--- config.mk ---
export PLATFORM = sky130hd
export DESIGN_NAME = call_stack
export DESIGN_NICKNAME = d
export VERILOG_FILES = /design/src/rtl/call_stack.sv
export SDC_FILE = /design/constraint.sdc
export NUM_CORES = 1
export LEC_CHECK = 0
export BUFFER_PORTS_ARGS = -buffer_cell sky130_fd_sc_hd__buf_2
export CORE_ASPECT_RATIO = 0.8
export CORE_MARGIN = 5
export CORE_UTILIZATION = 60
export CTS_CLUSTER_DIAMETER = 120
export DETAILED_ROUTE_END_ITERATION = 8
export GPL_TIMING_DRIVEN = 0
export PLACE_DENSITY_LB_ADDON = 0.3
export SLEW_MARGIN = 15
export SYNTH_ARGS = -nofsm -noshare
export SYNTH_HDL_FRONTEND = slang
export SYNTH_SLANG_ARGS = --single-unit
--- constraint.sdc ---
create_clock -name clk -period 13.5 [get_ports clk]
set_input_delay 2.7 -clock clk [delete_from_list [all_inputs] [get_ports clk]]
set_output_delay 2.7 -clock clk [all_outputs]
set_load 0.05 [all_outputs]
--- src/rtl/call_stack.sv ---
// rtl/call_stack.sv - hardware return-address stack with sticky overflow/underflow flags
module call_stack #(
   parameter int DEPTH = 8,
   parameter int AW    = 32,
   localparam int PTR_W = $clog2(DEPTH)
) (
   input  logic             clk,
   input  logic             rst,
   input  logic             push,
   input  logic             pop,
   input  logic [AW-1:0]    push_addr,
   input  logic             flush,
   output logic [AW-1:0]    ret_addr,
   output logic             ret_valid,
   output logic [AW-1:0]    top_addr,
   output logic [PTR_W:0]   count,
   output logic             empty,
   output logic             full,
   output logic             overflow,
   output logic             underflow
);

   localparam logic [PTR_W:0] SP_ONE  = (PTR_W+1)'(1);
   localparam logic [PTR_W:0] SP_FULL = (PTR_W+1)'(DEPTH);

   // Entry storage is deliberately not reset; sp alone decides what is valid.
   logic [AW-1:0]    mem [DEPTH];
   logic [PTR_W:0]   sp;
   logic [PTR_W:0]   sp_dec;
   logic [PTR_W-1:0] top_idx;
   logic [PTR_W-1:0] wr_idx;

   assign sp_dec  = sp - SP_ONE;
   assign top_idx = sp_dec[PTR_W-1:0];
   assign wr_idx  = sp[PTR_W-1:0];

   assign count    = sp;
   assign empty    = (sp == '0);
   assign full     = (sp == SP_FULL);
   assign top_addr = empty ? '0 : mem[top_idx];

   // Entry writes: a push+pop on a non-empty stack replaces the top in place.
   always_ff @(posedge clk) begin
      if (!rst && !flush && push) begin
         if (pop && !empty) begin
            mem[top_idx] <= push_addr;
         end else if (!full) begin
            mem[wr_idx] <= push_addr;
         end
      end
   end

   // Stack pointer, popped address register and sticky fault flags.
   always_ff @(posedge clk) begin
      if (rst) begin
         sp        <= '0;
         ret_addr  <= '0;
         ret_valid <= 1'b0;
         overflow  <= 1'b0;
         underflow <= 1'b0;
      end else if (flush) begin
         sp        <= '0;
         ret_valid <= 1'b0;
      end else begin
         ret_valid <= 1'b0;
         if (pop && !empty) begin
            ret_addr  <= mem[top_idx];
            ret_valid <= 1'b1;
            if (!push) begin
               sp <= sp_dec;
            end
         end else if (pop) begin
            // A bad ret on an empty stack; any accompanying push still lands.
            underflow <= 1'b1;
            if (push) begin
               sp <= sp + SP_ONE;
            end
         end else if (push) begin
            if (full) begin
               overflow <= 1'b1;
            end else begin
               sp <= sp + SP_ONE;
            end
         end
      end
   end

endmodule

==> Word level (Yosys, flattened, before mapping) <==
Memory sizes are Yosys's and may differ from the RTL's.
Index checks and enable logic that the tools add are counted.
{ "op_classes": {"add_sub_neg": 2, "eq_ne": 3, "mux": 17, "bitwise_logic": 3, "reduce_logical": 14} }
{ "op_table": {"columns": ["cell", "count"], "rows": [
  ["2-to-1 mux 32 bit", 2],
  ["OR reduction 32 bit", 1],
  ["2-to-1 mux 4 bit", 6],
  ["2-to-1 mux 1 bit", 8],
  ["AND reduction 3 bit", 2],
  ["AND reduction 5 bit", 1],
  ["adder 4 x 1 -> 4 bit (second input constant)", 1],
  ["equality test 4 bit (second input constant)", 1],
  ["zero test 4 bit", 1],
  ["subtractor 4 x 1 -> 4 bit (second input constant)", 1],
  ["logical AND 1 bit", 3],
  ["zero test 1 bit", 3],
  ["2-to-1 mux 3 bit", 1],
  ["inequality test 3 x 2 -> 1 bit (second input constant)", 1],
  ["NOT 1 bit", 3],
  ["inequality test 2 bit (second input constant)", 1],
  ["AND reduction 2 bit", 1],
  ["nonzero test 2 bit", 1],
  ["OR reduction 2 bit", 1]
]} }
{ "word_totals": {"ff_bits": 39, "mem_bits_rw": 256, "input_bits": 37, "out_inout_bits": 73, "elab_cells": 45, "mem_count": 1} }
{ "memory_table": {"columns": ["memory", "depth", "width", "read_ports", "rd_clocked_by_memory_dff", "wr", "line_no", "source"], "rows": [
  ["mem", 8, 32, 1, 0, 1, "27", "logic [AW-1:0] mem [DEPTH];"]
]} }

==> Longest topological paths before layout <==
{ "logic_depth": {"word_depth": 8, "ltp_mapped": 11, "mapped_depth_nobuf": 7} }

==> Worst setup path before layout <==
Ideal clock, no wire load.
{ "synth_timing": {"path_type": "in2reg", "startpoint": "input port rst", "endpoint": "memory mem[0][0], enable pin", "setup_time_ns": 0.461, "arrival_ns": 5.938, "required_ns": 13.039, "path_slack_ns": 7.101, "cell_stages": 5, "n_path_buf": 1, "path_cell_list": "buf_2 -> or3b_4 -> o21a_1 -> o22a_1 -> nor3_1"} }
{ "synth_between": {"elab_chain_cells": 7, "elab_cells_between_ends": 10, "cone_classes": "6 x mux; 4 x reduce/logical"} }
{ "synth_rtl": {"columns": ["item", "line_no", "source"], "rows": [
  ["from (decl)", "8", "input logic rst,"],
  ["zero test 1 bit *", "44", "if (!rst && !flush && push) begin"],
  ["logical AND 1 bit * (2 in a row)", "44", null],
  ["2-to-1 mux 1 bit", "44", null],
  ["2-to-1 mux 1 bit (not written as such)", "48", "mem[wr_idx] <= push_addr;"],
  ["OR reduction 32 bit (no line)", null, null],
  ["2-to-1 mux 3 bit (no line) / 2-to-1 mux 1 bit (equally long branches)", null, null],
  ["to (decl)", "27", null]
]} }
Mark *: on every way between the ends. The rest lies on a longest branch, timed or not.

==> Worst setup path in the final report <==
{ "layout_timing": {"startpoint": "register sp[0], in the netlist count[0]", "endpoint": "output port top_addr[16]"} }
{ "layout_between": {"elab_chain_cells": 3, "elab_cells_between_ends": 4, "cone_classes": "1 x add/sub; 1 x mux; 1 x reduce/logical; 1 x memory"} }
{ "layout_rtl": {"columns": ["item", "line_no", "source"], "rows": [
  ["from (decl)", "28", "logic [PTR_W:0] sp;"],
  ["from (signal assigned)", "70", "sp <= sp_dec;"],
  ["from (signal assigned)", "76", "sp <= sp + SP_ONE;"],
  ["from (signal assigned)", "82", "sp <= sp + SP_ONE;"],
  ["subtractor 4 x 1 -> 4 bit", "33", "assign sp_dec = sp - SP_ONE;"],
  ["memory (8 x 32 bit)", null, null],
  ["2-to-1 mux 32 bit *", "40", "assign top_addr = empty ? '0 : mem[top_idx];"],
  ["to (decl)", "15", "output logic [AW-1:0] top_addr,"]
]} }
Marks and branches as above.

==> flow_summary.rst <==
.. list-table::
   :header-rows: 1

   * - Metric
     - Value
   * - Y dimension of the die
     - 133 um
   * - Buffer and inverter count on the worst path
     - 6
   * - Layout cell share with drive strength beyond 1
     - 37.1%
   * - Clock tree from TritonCTS
     - done
   * - Power share of the combinational group
     - 10.6%
   * - Final RePlAce weighted congestion
     - 0.782
   * - Most frequent cells in the layout
     - sky130_fd_sc_hd__edfxtp_1 (256), sky130_fd_sc_hd__buf_2 (130), sky130_fd_sc_hd__mux4_2 (64)
   * - Clock network fraction of total power
     - 39.9%
   * - Ratio of final minimum period to clock period
     - 49.1%
   * - Maximum fanout count along the critical path
     - 10
   * - Part of the Yosys area used for sequential elements
     - 75.1%
   * - Unrepaired setup endpoints after global routing
     - false
   * - Fraction of the mapped netlist area in simple logic gates
     - 3.84%
   * - Number of hold violations in the final report
     - 0
   * - Buffers added on ports
     - 108
   * - Count of routing violations after the opening detailed-route iteration
     - 548
   * - Routed wire per std cell
     - 24.0 um
   * - # IOs
     - 110
   * - DRC errors left
     - 0
   * - Clock-pin slew on the worst setup and hold paths
     - 0.06 ns
   * - Slew HR
     - 41.1%
   * - CTS Sinks
     - 295
   * - Unique cell type count in the Yosys netlist
     - 46
   * - Area fraction in compound gates after synthesis
     - 2.92%
   * - Post-synthesis to final-layout area growth
     - 19.4%
   * - Worst supply voltage drop on vdd
     - 0.135 mV
   * - Routed WL
     - 24800 um
   * - Cell repeated most along the worst path
     - sky130_fd_sc_hd__buf_2
   * - Slew at the pin closest to its max-slew limit
     - 0.879 ns
   * - Detailed-routing iteration count for the pre-antenna-repair pass
     - 5
   * - Pin count of the biggest net entering global routing
     - 17
   * - Core Region
     - 18300 um2
   * - CP endpoint kind
     - primary output
   * - Number of antenna violations at the first check in global routing
     - 1
   * - Post-Route Skew
     - 0.0210 ns
   * - Number of filler cells placed in the layout
     - 1102
   * - Die width
     - 163 um
   * - Number of synthesized register bits
     - 295
   * - Category of the critical setup timing path
     - reg -> out
   * - Largest delay contributor family on the critical path
     - buffers and inverters
   * - Detailed placer's ending HPWL
     - 17100 um
   * - Die area
     - 21600 um2
   * - Post-layout minimum cycle time
     - 6.63 ns
   * - Max-Cap Viols
     - 0
   * - Net Sw Frac
     - 23.3%
   * - Count of antenna-violating nets left after detailed routing
     - 0
   * - Initial cell density of the core
     - 61.7%
   * - Primary flip-flop cell chosen by synthesis mapping
     - sky130_fd_sc_hd__edfxtp_1
   * - Req. time, crit path
     - 10.80 ns
   * - Total of cells resized after clock tree synthesis
     - 0
   * - Leakage power summed over all cells
     - 4.84 nW
   * - Arithmetic-cell share of the synthesized area counting full adders, half adders and majority gates
     - 0.222%
   * - Vias per inst
     - 5.91
   * - Outcome
     - finished, final reports clean
   * - Tot Pwr
     - 2.04 mW
   * - Row cnt
     - 44
   * - Classification of the worst-slack hold path
     - reg -> reg
   * - Yosys warnings
     - 0
   * - Number of failing setup endpoints in the final timing report
     - 0
   * - H-tree levels
     - 1
   * - CP max-delay cell
     - sky130_fd_sc_hd__clkbuf_1
   * - Via count of the first global-routing pass
     - 6418
   * - Min Hold Slack
     - 0.450 ns
   * - Power per cell area
     - 152 nW/um2
   * - First-pass GRT wire length
     - 37700 um
   * - Count of flip-flops with a built-in enable after synthesis
     - 256
   * - Cell at the root of the clock tree
     - sky130_fd_sc_hd__clkbuf_16
   * - CP startpoint
     - count[0]
   * - WP data arrival
     - 3.93 ns
   * - Final total negative setup slack
     - 0 ns
   * - Final net count
     - 797
   * - Maximum buffer depth of the clock tree
     - 3
   * - Net switching power of the design
     - 475 uW
   * - Antenna fix cells
     - 0
   * - Final setup slack of the worst path
     - 6.87 ns
   * - Hold bufs inserted after CTS
     - 0
   * - Num CTS Buffers
     - 28
   * - Share of synthesized area spent on multiplexers
     - 15.8%
   * - Gate count after technology mapping
     - 588
   * - Worst stage delay on the critical path
     - 0.70 ns
   * - Sequential share of power
     - 49.5%
   * - Synthesized Nets
     - 627
   * - Launch point of the worst reg-to-reg path
     - count[0]
   * - Synthesized area divided by synthesized cell count
     - 19.2 um2
   * - Main combinational cell family by area after synthesis
     - multiplexers
   * - Proportion of register bits with asynchronous set or reset after synthesis
     - 0%
   * - Combined area of all synthesized cells
     - 11300 um2
   * - Postcts setup bufs
     - 0
   * - Setup WS pre-CTS
     - 7.45 ns
   * - Max-slew violation total from the final report
     - 0
   * - Top achievable clock speed
     - 0.151 GHz
   * - Aggregate global routing overflow
     - 0
   * - Series of cell instances along the critical path
     - buf_6 -> buf_2 -> inv_1 -> ha_1 -> buf_2 -> clkbuf_1 -> mux4_2 -> mux2i_1 -> nor2_1 -> buf_2
   * - Xor and xnor fraction of the mapped netlist area
     - 0.300%
   * - Overall track demand over capacity in global routing
     - 23.1%
   * - Clock latency at the later pin of the worst-skew pair
     - 0.54 ns
   * - Hold wc startpoint
     - ret_addr[22]
   * - P_int
     - 1.56 mW
   * - Most common library cell in the layout ignoring fill and taps
     - sky130_fd_sc_hd__edfxtp_1
   * - Overall via count from detail_route
     - 6106
   * - Type of origin of the critical path
     - flip-flop
Yosys cell counts, types with 2 or more instances:
master,count,share of area [%]
sky130_fd_sc_hd__nand3b_1,2,0.13
sky130_fd_sc_hd__nor3_1,10,0.44
sky130_fd_sc_hd__clkbuf_1,6,0.20
sky130_fd_sc_hd__buf_4,2,0.13
sky130_fd_sc_hd__ha_1,2,0.22
sky130_fd_sc_hd__inv_1,5,0.17
sky130_fd_sc_hd__o21ai_1,6,0.27
sky130_fd_sc_hd__o22ai_1,2,0.11
sky130_fd_sc_hd__buf_2,22,0.98
sky130_fd_sc_hd__buf_6,2,0.20
sky130_fd_sc_hd__a32oi_1,2,0.16
sky130_fd_sc_hd__mux2i_1,34,3.0
sky130_fd_sc_hd__mux4_2,64,13
sky130_fd_sc_hd__a21oi_1,4,0.18
sky130_fd_sc_hd__dfxtp_1,39,6.9
sky130_fd_sc_hd__o22a_1,2,0.16
sky130_fd_sc_hd__nor2_1,37,1.2
sky130_fd_sc_hd__o21ai_0,28,1.2
sky130_fd_sc_hd__edfxtp_1,256,68
sky130_fd_sc_hd__nand2_1,37,1.2
worst paths after layout:
kind / endpoint / slack (ns) / cells past startpoint
hold / removal: ret_addr[22] / 0.45 / 2
setup reg to reg: mem[4][19] / 9.58 / 10
hold reg to reg: ret_addr[22] / 0.45 / 2
setup / recovery: top_addr[16] / 6.87 / 10
through the flow:
stage,util [%],cell area (um2),cells
2_1_floorplan,-,11300,588
3_3_place_gp,66.3,12100,949
3_5_place_dp,68.3,12500,981
4_1_cts,73.6,13400,1033
5_1_grt,73.6,13400,1033
6_report,73.6,13400,1033
power by group through the flow:
stage	combinational (mW)	sequential [mW]	clock [mW]
5_1_grt	0.230	1.01	0.869
3_3_place_gp	0.206	1.03	0
6_report	0.217	1.01	0.813
4_1_cts	0.218	1.01	0.823
2_1_floorplan	0.134	1.04	0
3_5_place_dp	0.217	1.03	0
routing by layer:
metal | up-vias | GRT usage (%) | share of wire [%]
li1 | 2681 | - | -
met1 | 3136 | 31.2 | 39
met2 | 246 | 40.1 | 52
met3 | 41 | 4.51 | 7.0
met4 | 2 | 4.38 | 1.7
met5 | - | 0 | 0.065
logic make-up (layout without fill, tap and decap cells):
logic type | after synthesis | after routing
multiplexers | 98 | 98
AO/OA/AOI/OAI | 53 | 53
AND/OR/NAND/NOR | 98 | 98
buffers and inverters | 39 | 231
flip-flops | 295 | 295
XOR/XNOR | 3 | 3
adder cells (fa/ha/maj) | 2 | 2
sequential cells by signal (all words and copies together), names as in the netlist:
register   flops
mem          256
ret_addr      32
count          4
overflow       1
ret_valid      1
underflow      1
worst min-delay path, delay by kind of cell (launching register included):
kind               cells  cell delay [ns]
DFF                    1             0.32
AOI/OAI and AO/OA      1             0.05
and+or+nand+nor        1             0.04
area by class of cell:
| cell class | count | area, um2 | share of cell area, % |
|---|---|---|---|
| buffer | 33 | 175 | 1.30 |
| timing repair buffer | 140 | 856 | 6.36 |
| multi-input combinational | 254 | 2640 | 19.6 |
| clock inverter | 15 | 214 | 1.59 |
| inverter | 6 | 22.5 | 0.167 |
| clock buffer | 37 | 754 | 5.61 |
| tap | 253 | 317 | 2.35 |
| sequential | 295 | 8470 | 63.0 |
Power figures use the tool's default switching activity.
